### src/rtl/keypad_scanner.sv
// keypad_scanner: scans a 6-row x 4-column active-low matrix keypad.
// It debounces one key at a time and turns each accepted press into a
// single-cycle event. Press and release both need DEBOUNCE matching samples.
// Ports:
//   clock    - system clock, all logic on posedge
//   reset    - synchronous active-high reset
//   col_n    - keypad columns, active-low, asynchronous to clock
//   row_n    - keypad row drive, active-low one-cold
//   newhex   - 1-cycle pulse, hex key accepted; hexcode holds its value
//   newop    - 1-cycle pulse, operator key accepted; opcode holds it
//   eq/BS/clr- 1-cycle pulses for equals, backspace, clear
//   key_down - high while a key is being debounced or is held
module keypad_scanner #(
  parameter int unsigned SCAN_DIV = 8,
  parameter int unsigned DEBOUNCE = 4
) (
  input  logic       clock,
  input  logic       reset,
  input  logic [3:0] col_n,
  output logic [5:0] row_n,
  output logic       newhex,
  output logic [3:0] hexcode,
  output logic       newop,
  output logic [1:0] opcode,
  output logic       eq,
  output logic       BS,
  output logic       clr,
  output logic       key_down
);

  localparam int unsigned DIV_W = (SCAN_DIV > 1) ? $clog2(SCAN_DIV) : 1;
  localparam int unsigned CNT_W = $clog2(DEBOUNCE + 1);
  localparam logic [DIV_W-1:0] DIV_LAST   = DIV_W'(SCAN_DIV - 1);
  localparam logic [CNT_W-1:0] DEB_TARGET = CNT_W'(DEBOUNCE);
  localparam logic [CNT_W-1:0] CNT_ONE    = CNT_W'(1);
  localparam logic [2:0]       LAST_ROW   = 3'd5;

  localparam logic [1:0] ST_SCAN     = 2'd0;
  localparam logic [1:0] ST_DEBOUNCE = 2'd1;
  localparam logic [1:0] ST_HELD     = 2'd2;

  logic [3:0]       col_s1, col_s2;
  logic [DIV_W-1:0] div_cnt;
  logic [2:0]       row_idx, row_idx_nx;
  logic [1:0]       state, state_nx;
  logic [1:0]       key_col, key_col_nx;
  logic [CNT_W-1:0] deb_cnt, deb_cnt_nx;
  logic [CNT_W-1:0] rel_cnt, rel_cnt_nx;

  logic       sample, low_any, accept, advance;
  logic [1:0] low_col;

  logic       newhex_nx, newop_nx, eq_nx, bs_nx, clr_nx, key_down_nx;
  logic [3:0] hexcode_nx;
  logic [1:0] opcode_nx;

  assign sample = (div_cnt == DIV_LAST);

  // Lowest-index low column on the synchronised inputs wins.
  always_comb begin
    low_any = ~&col_s2;
    low_col = 2'd0;
    for (int i = 3; i >= 0; i--) begin
      if (!col_s2[i]) low_col = 2'(i);
    end
  end

  // Next-state logic: scan / debounce / held.
  always_comb begin
    state_nx   = state;
    row_idx_nx = row_idx;
    key_col_nx = key_col;
    deb_cnt_nx = deb_cnt;
    rel_cnt_nx = rel_cnt;
    accept     = 1'b0;
    advance    = 1'b0;

    case (state)
      ST_SCAN: begin
        if (sample) begin
          if (low_any) begin
            key_col_nx = low_col;
            deb_cnt_nx = CNT_ONE;
            if (DEB_TARGET == CNT_ONE) begin
              accept     = 1'b1;
              rel_cnt_nx = '0;
              state_nx   = ST_HELD;
            end else begin
              state_nx = ST_DEBOUNCE;
            end
          end else begin
            advance = 1'b1;
          end
        end
      end
      ST_DEBOUNCE: begin
        if (sample) begin
          if (low_any && (low_col == key_col)) begin
            deb_cnt_nx = deb_cnt + CNT_ONE;
            if ((deb_cnt + CNT_ONE) == DEB_TARGET) begin
              accept     = 1'b1;
              rel_cnt_nx = '0;
              state_nx   = ST_HELD;
            end
          end else begin
            deb_cnt_nx = '0;
            advance    = 1'b1;
            state_nx   = ST_SCAN;
          end
        end
      end
      ST_HELD: begin
        // Any low column on the held row (including extra keys) blocks release.
        if (sample) begin
          if (!low_any) begin
            rel_cnt_nx = rel_cnt + CNT_ONE;
            if ((rel_cnt + CNT_ONE) == DEB_TARGET) begin
              rel_cnt_nx = '0;
              advance    = 1'b1;
              state_nx   = ST_SCAN;
            end
          end else begin
            rel_cnt_nx = '0;
          end
        end
      end
      default: begin
        state_nx   = ST_SCAN;
        row_idx_nx = 3'd0;
      end
    endcase

    if (advance) begin
      row_idx_nx = (row_idx == LAST_ROW) ? 3'd0 : row_idx + 3'd1;
    end
  end

  // Event decode; on accept the driven row is still the key's row.
  always_comb begin
    newhex_nx  = 1'b0;
    newop_nx   = 1'b0;
    eq_nx      = 1'b0;
    bs_nx      = 1'b0;
    clr_nx     = 1'b0;
    hexcode_nx = hexcode;
    opcode_nx  = opcode;
    if (accept) begin
      case (row_idx)
        3'd0, 3'd1, 3'd2, 3'd3: begin
          newhex_nx  = 1'b1;
          hexcode_nx = {row_idx[1:0], low_col};
        end
        3'd4: begin
          newop_nx  = 1'b1;
          opcode_nx = low_col;
        end
        3'd5: begin
          case (low_col)
            2'd0:    eq_nx  = 1'b1;
            2'd1:    bs_nx  = 1'b1;
            2'd2:    clr_nx = 1'b1;
            default: ;
          endcase
        end
        default: ;
      endcase
    end
    key_down_nx = (state_nx == ST_DEBOUNCE) || (state_nx == ST_HELD);
  end

  // State register.
  always_ff @(posedge clock) begin
    if (reset) begin
      state <= ST_SCAN;
    end else begin
      state <= state_nx;
    end
  end

  // Synchroniser, dwell counter, datapath and registered outputs.
  always_ff @(posedge clock) begin
    if (reset) begin
      col_s1   <= 4'b1111;
      col_s2   <= 4'b1111;
      div_cnt  <= '0;
      row_idx  <= 3'd0;
      row_n    <= 6'b111110;
      key_col  <= 2'd0;
      deb_cnt  <= '0;
      rel_cnt  <= '0;
      newhex   <= 1'b0;
      hexcode  <= 4'd0;
      newop    <= 1'b0;
      opcode   <= 2'd0;
      eq       <= 1'b0;
      BS       <= 1'b0;
      clr      <= 1'b0;
      key_down <= 1'b0;
    end else begin
      col_s1   <= col_n;
      col_s2   <= col_s1;
      div_cnt  <= sample ? '0 : div_cnt + DIV_W'(1);
      row_idx  <= row_idx_nx;
      row_n    <= ~(6'd1 << row_idx_nx);
      key_col  <= key_col_nx;
      deb_cnt  <= deb_cnt_nx;
      rel_cnt  <= rel_cnt_nx;
      newhex   <= newhex_nx;
      hexcode  <= hexcode_nx;
      newop    <= newop_nx;
      opcode   <= opcode_nx;
      eq       <= eq_nx;
      BS       <= bs_nx;
      clr      <= clr_nx;
      key_down <= key_down_nx;
    end
  end

endmodule

### config.mk
export PLATFORM = sky130hd
export DESIGN_NAME = keypad_scanner
export DESIGN_NICKNAME = d
export VERILOG_FILES = /design/src/rtl/keypad_scanner.sv
export SDC_FILE = /design/constraint.sdc
export NUM_CORES = 1
export LEC_CHECK = 0
export BUFFER_PORTS_ARGS = -buffer_cell sky130_fd_sc_hd__buf_4
export CORE_MARGIN = 2
export CORE_UTILIZATION = 40
export DETAILED_ROUTE_END_ITERATION = 8
export PLACE_DENSITY_LB_ADDON = 0.2
export SLEW_MARGIN = 0
export SYNTH_ARGS = -nofsm -noshare
export SYNTH_HDL_FRONTEND = slang
export SYNTH_SLANG_ARGS = --single-unit
### constraint.sdc
create_clock -name clock -period 3.4 [get_ports clock]
set_input_delay 0.34 -clock clock [delete_from_list [all_inputs] [get_ports clock]]
set_output_delay 0.34 -clock clock [all_outputs]
set_load 0.005 [all_outputs]
==> flow_metrics.py <==
metrics = {
    "power": {
        "p_clk_share_pct": 46.9,
        "leakagePower_uw": 0.000886,
        "netSwitchingPower_uw": 204,
        "combinationalPowerShare_pct": 3.2,
        "ir_drop_mv": 0.286,
        "seq_power_share_pct": 49.9,
        "intPower_uw": 806,
        "power-per-cell-area_nw_per_um2": 439,
        "switching_share_pct": 20.2,
    },
    "cts": {
        "postCtsHoldBufs": 0,
        "ctsResizeCount": 0,
        "clock-sinks": 42,
        "h-tree-depth": 2,
        "cts_tree": "yes",
        "cts_buffer_depth": 2,
        "clkSlewWorstSetupHoldPaths_ps": 80,
        "clk_latency_ps": 300,
        "numCtsBuffers": 5,
        "cts_root_buffer": "clkbuf_8",
        "cts_setup_buffers": 0,
    },
    "global_route": {
        "grtUsageTotal_pct": 15.7,
        "grt_pass1_vias": 1374,
        "grt-ovfl-total": 0,
        "grt_pass1_wl_mm": 6.58,
        "antenna_found_initial": 0,
        "grt_start_max_net_pins": 40,
    },
    "placed_design": {
        "dp_hpwl_mm": 2.47,
        "routabilityCongestion": 0.859,
        "io_buffer_count": 23,
        "dp_cells": 288,
    },
    "detailed_routing": {
        "first_pass_iters": 4,
        "num_vias": 1488,
        "post_drt_wl_per_cell_um": 12.7,
        "post-route-drc-count": 0,
        "wl_mm": 3.75,
        "drtIter0Drc": 133,
        "via_per_inst": 5.03,
        "ant_nets": 0,
    },
    "timing": {
        "relSlewSlack_pct": 62.5,
        "slew_violations": 0,
        "timing.fmax_mhz": 410,
        "fin_skew_ps": 5.43,
        "setup_tns_ps": 0,
        "worst_pin_slew_ps": 557,
        "period_needed_ps": 2440,
        "rsz0062_at_grt": "false",
        "post-route-period-util_pct": 71.7,
        "hold_violations": 0,
        "setup_viol": 0,
    },
    "job": {
        "drv_cap": 0,
    },
    "synth": {
        "yosysWarnings": 0,
        "syn_inst": 210,
        "syn_area_um2": 1960,
        "ys_ff_latch": 42,
        "synthArstFlopShare_pct": 0,
        "ys.flop_type": "dfxtp_1",
        "synth_cell_type_count": 49,
        "synth_area_per_cell_um2": 9.34,
        "yosysSeqAreaShare_pct": 42.9,
        "synth_edf_count": 0,
        "synth_nets": 227,
    },
    "cells_and_area": {
        "n_antenna_cell": 0,
        "layout-drive-gt1-share_pct": 21.0,
        "final_nets": 245,
        "layout_commonest_cell": "dfxtp_1",
        "final_cell_mix": "dfxtp_1 (42), buf_4 (23), nor2_1 (19)",
        "layoutNonFillerInstCount": 296,
        "synthToLayoutAreaGrowth_pct": 17.3,
    },
    "floorplan": {
        "rows": 25,
        "core_area_um2": 4720,
        "die_height_um": 74.0,
        "die_area_um2": 5480,
        "initial_utilization_pct": 41.5,
        "io_pins": 24,
        "die_w_um": 74.0,
    },
    "critical_path": {
        "crit_arrival_ps": 2670,
        "cp_max_fo": 13,
        "cp-end-kind": "flip-flop",
        "worst_setup_path_start_kind": "flip-flop",
        "rrSetupSlack_ps": 960,
        "worstSetupPathType": "flip-flop to flip-flop",
        "required_ps": 3630,
    },
    "min_path": {
        "worstHoldPathType": "input pin to flip-flop",
    },
    "status": {
        "status": "finished clean",
    },
}
## synthesized netlist by cell type (all sizes together) (4+ instances only)
| cell | count | area share (%) |
|---|---|---|
| mux2i | 8 | 4.1 |
| nor2 | 19 | 3.6 |
| or2 | 8 | 2.6 |
| a21oi | 12 | 3.1 |
| nor2b | 4 | 1.3 |
| a31oi | 6 | 3.0 |
| clkbuf | 8 | 1.5 |
| buf | 4 | 1.3 |
| nand2 | 16 | 3.1 |
| nor3 | 6 | 1.5 |
| inv | 5 | 0.96 |
| nor3b | 10 | 3.8 |
| dfxtp | 42 | 43 |
| or3b | 4 | 1.8 |
| o21ai | 8 | 2.0 |
| nand2b | 4 | 1.3 |
| ha | 11 | 7.0 |
| nand3 | 5 | 1.3 |
## stage by stage
step	power (uW)	cell area [um2]	utilization (%)	worst slack, ps	hold slack [ps]
2_1_floorplan	538	1960	-	1490	389
3_3_place_gp	547	2160	45.8	1090	392
3_5_place_dp	548	2160	45.8	1010	392
4_1_cts	1030	2300	48.7	970	208
5_1_grt	1050	2300	48.7	758	203
6_report	1010	2300	48.7	962	217
## sequential cells by signal (all words and copies together), names as in the netlist, 2 cells and up
register  cells
deb_cnt       3
col_s2        4
rel_cnt       3
col_s1        4
div_cnt       3
key_col       2
hexcode       4
row_n         6
state         2
opcode        2
row_idx       3
## worst max-delay path, stage by stage, from the launching register on
cell and delay [ps]:
dfxtp_1 340, ha_1 150, ha_1 420, nand3_1 230, a2111oi_4 500, a31oi_2 140, or4_1 440, a21oi_1 140
## area by class of cell
cell class,count,area [um2]
multi-input cells,151,1050
clock buffers,5,68.8
inverters,5,18.8
fillers,455,2420
clock inverters,3,68.8
repair buffers,23,173
flip-flops and latches,42,841
well taps,67,83.8
## logic make-up (layout without fill, tap and decap cells)
| logic type | after synthesis | after routing | share of synthesized area [%] |
|---|---|---|---|
| and+or+nand+nor | 91 | 91 | 26.3 |
| DFF | 42 | 42 | 42.9 |
| AOI/OAI and AO/OA | 38 | 38 | 14.6 |
| buffers and inverters | 17 | 36 | 3.77 |
| adders and majority gates | 11 | 11 | 7.02 |
| muxes | 8 | 8 | 4.08 |
| xor gates and xnor gates | 3 | 3 | 1.34 |
## final timing paths
kind,startpoint,to,cells past startpoint
max,div_cnt[0],rel_cnt[0],7
min,col_n[2],col_s1[2],2
max reg2reg,div_cnt[0],rel_cnt[0],7
min reg2reg,col_s1[3],col_s2[3],1
## per-layer routing
layer  global-route usage [%]  vias to the layer above  wire, um
li1                         -                      775         -
met1                     21.4                      675      1910
met2                     23.7                       31      1630
met3                     3.66                        7       138
met4                     7.27                        0        70
met5                        0                        -         0
## power by group through the flow
stage / sequential, uW / clock [uW] / combinational (uW)
5_1_grt: 505 / 508 / 37.6
2_1_floorplan: 514 / 0 / 23.8
3_5_place_dp: 515 / 0 / 32.3
4_1_cts: 504 / 492 / 32.6
3_3_place_gp: 515 / 0 / 32.4
6_report: 504 / 474 / 32.2
Power figures use the tool's default switching activity.
